`src/rtl/mdu_pkg.sv`:
```
// Shared encodings for the E-stage multiply/divide controller: MDU op codes,
// arithmetic-unit op codes and controller state constants.
package mdu_pkg;

    localparam logic [2:0] OP_NONE  = 3'd0;
    localparam logic [2:0] OP_MULT  = 3'd1;
    localparam logic [2:0] OP_MULTU = 3'd2;
    localparam logic [2:0] OP_DIV   = 3'd3;
    localparam logic [2:0] OP_DIVU  = 3'd4;
    localparam logic [2:0] OP_MTHI  = 3'd5;
    localparam logic [2:0] OP_MTLO  = 3'd6;

    localparam logic [1:0] CALC_MULT  = 2'd0;
    localparam logic [1:0] CALC_MULTU = 2'd1;
    localparam logic [1:0] CALC_DIV   = 2'd2;
    localparam logic [1:0] CALC_DIVU  = 2'd3;

    localparam logic [1:0] ST_IDLE = 2'd0;
    localparam logic [1:0] ST_RUN  = 2'd1;
    localparam logic [1:0] ST_WAIT = 2'd2;

    function automatic logic [1:0] calc_of(input logic [2:0] op);
        logic [1:0] c;
        case (op)
            OP_MULTU: c = CALC_MULTU;
            OP_DIV:   c = CALC_DIV;
            OP_DIVU:  c = CALC_DIVU;
            default:  c = CALC_MULT;
        endcase
        return c;
    endfunction

endpackage

```
`src/rtl/mdu_ctrl.sv`:
```
// E-stage multiply/divide sequencer: launches the external arithmetic unit,
// enforces the architectural latency and owns the HI/LO registers.
module mdu_ctrl
    import mdu_pkg::*;
#(
    parameter int MULT_CYC = 5,
    parameter int DIV_CYC  = 10,
    parameter int CNT_W    = 4
) (
    input  logic        clk,
    input  logic        reset,
    input  logic        req,
    input  logic        op_valid,
    input  logic [2:0]  mdu_op,
    input  logic [31:0] rs_val,
    input  logic [31:0] rt_val,
    output logic        calc_start,
    output logic [1:0]  calc_op,
    output logic [31:0] calc_a,
    output logic [31:0] calc_b,
    input  logic        calc_done,
    input  logic [31:0] calc_hi,
    input  logic [31:0] calc_lo,
    output logic        busy,
    output logic [31:0] hi,
    output logic [31:0] lo
);

    logic [1:0]       state_q, state_d;
    logic [CNT_W-1:0] cnt_q, cnt_d;
    logic             done_seen_q, done_seen_d;
    logic             start_q, start_d;
    logic [1:0]       op_q, op_d;
    logic [31:0]      a_q, a_d, b_q, b_d;
    logic [31:0]      hold_hi_q, hold_hi_d, hold_lo_q, hold_lo_d;
    logic [31:0]      hi_q, hi_d, lo_q, lo_d;

    always_comb begin
        state_d     = state_q;
        cnt_d       = cnt_q;
        done_seen_d = done_seen_q;
        start_d     = 1'b0;
        op_d        = op_q;
        a_d         = a_q;
        b_d         = b_q;
        hold_hi_d   = hold_hi_q;
        hold_lo_d   = hold_lo_q;
        hi_d        = hi_q;
        lo_d        = lo_q;
        case (state_q)
            ST_IDLE: begin
                // A flushed E (req) must neither launch nor write HI/LO.
                if (op_valid && !req) begin
                    case (mdu_op)
                        OP_MULT, OP_MULTU, OP_DIV, OP_DIVU: begin
                            a_d         = rs_val;
                            b_d         = rt_val;
                            op_d        = calc_of(mdu_op);
                            start_d     = 1'b1;
                            done_seen_d = 1'b0;
                            state_d     = ST_RUN;
                            cnt_d       = (mdu_op == OP_DIV || mdu_op == OP_DIVU)
                                          ? CNT_W'(DIV_CYC - 1) : CNT_W'(MULT_CYC - 1);
                        end
                        OP_MTHI: hi_d = rs_val;
                        OP_MTLO: lo_d = rs_val;
                        default: ;
                    endcase
                end
            end
            ST_RUN: begin
                if (cnt_q == '0) begin
                    // A result arriving on the final cycle beats an older held one.
                    if (calc_done) begin
                        hi_d        = calc_hi;
                        lo_d        = calc_lo;
                        done_seen_d = 1'b0;
                        state_d     = ST_IDLE;
                    end else if (done_seen_q) begin
                        hi_d        = hold_hi_q;
                        lo_d        = hold_lo_q;
                        done_seen_d = 1'b0;
                        state_d     = ST_IDLE;
                    end else begin
                        state_d = ST_WAIT;
                    end
                end else begin
                    cnt_d = cnt_q - 1'b1;
                    if (calc_done) begin
                        hold_hi_d   = calc_hi;
                        hold_lo_d   = calc_lo;
                        done_seen_d = 1'b1;
                    end
                end
            end
            ST_WAIT: begin
                if (calc_done) begin
                    hi_d        = calc_hi;
                    lo_d        = calc_lo;
                    done_seen_d = 1'b0;
                    state_d     = ST_IDLE;
                end
            end
            default: state_d = ST_IDLE;
        endcase
    end

    always_ff @(posedge clk) begin
        if (reset) begin
            state_q     <= ST_IDLE;
            cnt_q       <= '0;
            done_seen_q <= 1'b0;
            start_q     <= 1'b0;
            op_q        <= CALC_MULT;
            a_q         <= '0;
            b_q         <= '0;
            hold_hi_q   <= '0;
            hold_lo_q   <= '0;
            hi_q        <= '0;
            lo_q        <= '0;
        end else begin
            state_q     <= state_d;
            cnt_q       <= cnt_d;
            done_seen_q <= done_seen_d;
            start_q     <= start_d;
            op_q        <= op_d;
            a_q         <= a_d;
            b_q         <= b_d;
            hold_hi_q   <= hold_hi_d;
            hold_lo_q   <= hold_lo_d;
            hi_q        <= hi_d;
            lo_q        <= lo_d;
        end
    end

    assign busy       = (state_q != ST_IDLE);
    assign calc_start = start_q;
    assign calc_op    = op_q;
    assign calc_a     = a_q;
    assign calc_b     = b_q;
    assign hi         = hi_q;
    assign lo         = lo_q;

endmodule

```
`config.mk`:
```
export PLATFORM = sky130hd
export DESIGN_NAME = mdu_ctrl
export DESIGN_NICKNAME = d
export VERILOG_FILES = /design/src/rtl/mdu_pkg.sv /design/src/rtl/mdu_ctrl.sv
export SDC_FILE = /design/constraint.sdc
export NUM_CORES = 1
export LEC_CHECK = 0
export ABC_AREA = 1
export BUFFER_PORTS_ARGS = -buffer_cell sky130_fd_sc_hd__buf_4
export CAP_MARGIN = 5
export CORE_ASPECT_RATIO = 2
export CORE_UTILIZATION = 52
export DETAILED_ROUTE_END_ITERATION = 16
export GPL_TIMING_DRIVEN = 0
export PLACE_DENSITY_LB_ADDON = 0.3
export SYNTH_ARGS = -nofsm -noshare
export SYNTH_HDL_FRONTEND = slang
export SYNTH_SLANG_ARGS = --single-unit
```
`constraint.sdc`:
```
create_clock -name clk -period 1.7 [get_ports clk]
set_input_delay 0.255 -clock clk [delete_from_list [all_inputs] [get_ports clk]]
set_output_delay 0.255 -clock clk [all_outputs]
set_load 0.02 [all_outputs]
```
==> impl_metrics.tcl <==
set metrics [dict create \
    cpPeakStageDelay_ps 380 \
    min_period_over_period_pct 105 \
    rsz0062_at_grt "yes" \
    tritoncts "done" \
    synthCells 1404 \
    arrival_ps 2180 \
    clkTransAtPathRegs_ps 70 \
    globalRouteOverflowTotal 0 \
    area_growth_syn_to_layout_pct 39.2 \
    num_vias 10100 \
    setup_viol 37 \
    p_sw_mw 9.11 \
    final_cell_mix "289 x buf_4, 286 x nand2_1, 246 x nor2_1, 199 x dfxtp_1, 144 x inv_1" \
    drv_slew 0 \
    nNetsFinal 1853 \
    synth_compound_area_share_pct 14.7 \
    crit_path_end_kind "register" \
    seqPwrFrac_pct 29.5 \
    status "finished with violations" \
    io-pin-count 268 \
    rr_startpoint "state_q[0]" \
    p_int_mw 12.8 \
    worstSetupPathType "reg -> reg" \
    crit_chain "inv_4, ha_2, inv_2, nor2_4, a21oi_2, nand3b_1, buf_6, buf_8, nor2_2, nor2_1" \
    ir_worst_vdd_mv 1.33 \
    synth.area.mux_share_pct 0 \
    start_util_pct 53.5 \
    fp.coreArea_um2 17400 \
    dp.cells 1881 \
    portBuffers 267 \
    hpwl_um 21700 \
    violations "setup timing" \
    p_total_mw 21.9 \
    yosys_most_used_dff "dfxtp_1" \
    grt_pass1_vias 9620 \
    setup_slack_ps -89.6 \
    fillers 1350 \
    cp-start-kind "register" \
    dr.pass1.iters 5 \
    synth_cell_type_count 26 \
    p_comb_share_pct 49.9 \
    synth_xor_area_share_pct 0 \
    yosysWarnings 0 \
    min-delay-start "rs_val[5]" \
    cp.required_ps 2090 \
    finalCriticalPeriod_ps 1790 \
    maxCapViolations 0 \
    drc 0 \
    root_buffer "clkbuf_16" \
    crit_slowest_cell "dfxtp_4" \
    clkPwrFrac_pct 20.5 \
    grt_max_degree 17 \
    crit_fanout 10 \
    grt_use_total_pct 30.6 \
    rows 68 \
    routabilityCongestion 0.904 \
    synthArstFlopShare_pct 0 \
    grt_pass1_wl_um 46100 \
    via_per_inst 5.22 \
    cp-startpoint "state_q[0]" \
    clock_sinks 202 \
    synth_edf_count 0 \
    ys_seq_area_share_pct 43.4 \
    antenna_found_initial 1 \
    placed_area_um2 11600 \
    fin_cells 1937 \
    worst_pin_slew_ps 785 \
    drive_gt1_share_pct 28.0 \
    die_w_um 96.7 \
    avgSynthCellArea_um2 6.64 \
    max_freq_mhz 559 \
    worstSkewPairLatency_ps 500 \
    p_leak_nw 6.54 \
    layout_commonest_cell "buf_4" \
    switching_share_pct 41.6 \
    p_per_area_nw_per_um2 1690 \
    hp-class "in -> reg" \
    cts_buffers 19 \
    postSynthRegisterBits 202 \
    synth_top_family_by_area "simple AND/OR/NAND/NOR gates" \
    fin_skew_ps 19.1 \
    synth_adder_area_share_pct 0.537 \
    syn_area_um2 9320 \
    yosys.area_share.simple_pct 29.2 \
    design_area_um2 13000 \
    finalWirelength_um 30300 \
    die-height_um 191 \
    syn-num-nets 1544 \
    hold_viol 0 \
    htreeDepth 1 \
    ant_nets 0 \
    drt_iter0_drc 550 \
    final_util_pct 74.4 \
    cts_buffer_depth 3 \
    die_area_um2 18500 \
    slew_headroom_pct 47.7 \
    wl_per_cell_um 15.7 \
]
## per-layer routing
layer  wire length [um]  up-vias  part of all wire, %  global-route usage (%)
met3               1870      102                  6.2                    3.66
met2              16000      458                   53                    57.0
met5                  0        -                    0                       0
met1              10600     4561                   35                    31.9
met4               1820        0                  6.0                    19.6
li1                   -     4984                    -                       -
## final cells by class
cell class / count / area (um2) / area share [%]
Antenna cell: 1 / 2.50 / 0.0193
Sequential cell: 202 / 4050 / 31.2
Clock buffer: 22 / 497 / 3.83
Timing Repair Buffer: 290 / 2300 / 17.7
Inverter: 156 / 593 / 4.57
Buffer: 94 / 768 / 5.92
Multi-Input combinational cell: 950 / 4360 / 33.6
Clock inverter: 12 / 145 / 1.12
Tap cell: 210 / 263 / 2.02
## state kept, by name, summed over array words and instances, names as in the netlist
signal,flops
calc_a,32
calc_b,32
done_seen_q,1
hi,32
hold_hi_q,32
calc_start,1
hold_lo_q,32
lo,32
calc_op,2
state_q,2
cnt_q,4
## final timing paths
check | endpoint | slack (ps) | cells after the start
hold reg to reg | calc_b[19] | 480 | 2
setup reg to reg | lo[20] | -90 | 10
setup / recovery | lo[20] | -90 | 10
hold / removal | calc_a[5] | 1 | 3
## synthesized netlist by cell type, types with 2 or more instances
master | count | area [um2]
a21oi_1 | 70 | 350
buf_2 | 34 | 170
buf_4 | 17 | 128
buf_6 | 11 | 124
clkbuf_1 | 34 | 128
dfxtp_1 | 202 | 4040
ha_1 | 4 | 50.1
inv_1 | 149 | 559
inv_2 | 7 | 26.3
nand2_1 | 297 | 1110
nand2_2 | 18 | 113
nand3_1 | 76 | 380
nand3b_1 | 2 | 15.0
nand4_1 | 3 | 18.8
nor2_1 | 275 | 1030
o21ai_0 | 120 | 601
o21ai_1 | 76 | 380
## repair_timing
action / in CTS / in global routing
setup buffers: 7 / 5
hold endpoints to repair: 2 / 0
setup endpoints to repair: 171 / 174
hold buffers: 2 / 0
pin swaps: 7 / 10
resized for setup: 93 / 86
cloned: 2 / 7
## stage by stage
step | setup slack, ps | hold WS (ps) | setup TNS [ps]
after detailed placement | -352 | 436 | -23800
final | -89.6 | 1.08 | -1300
after CTS | 4.72 | 1.58 | 0
after global routing | -140 | 3.01 | -6340
after floorplan | 67.2 | 327 | 0
after global placement | -328 | 434 | -17680
## power groups by stage
stage | registers (mW) | clock network, mW | logic [mW]
2_1_floorplan | 7.47 | 0 | 5.05
3_3_place_gp | 6.48 | 0 | 9.10
3_5_place_dp | 6.52 | 0 | 9.23
4_1_cts | 6.43 | 4.50 | 10.0
5_1_grt | 6.57 | 4.69 | 11.9
6_report | 6.46 | 4.49 | 10.9
## logic make-up after synthesis
kind of cell	count (synthesis)
and+or+nand+nor	676
AOI/OAI and AO/OA	270
adders and majority gates	4
buffers and inverters	252
DFF	202
## worst max-delay path: cells and delay by family, from the launching register on
family	cells	cell delay [ps]
AOI/OAI and AO/OA	1	170
adders and majority gates	1	200
buffers and inverters	4	520
DFF	1	380
and+or+nand+nor	4	410
Note: power is estimated with default switching activity, not from simulation.
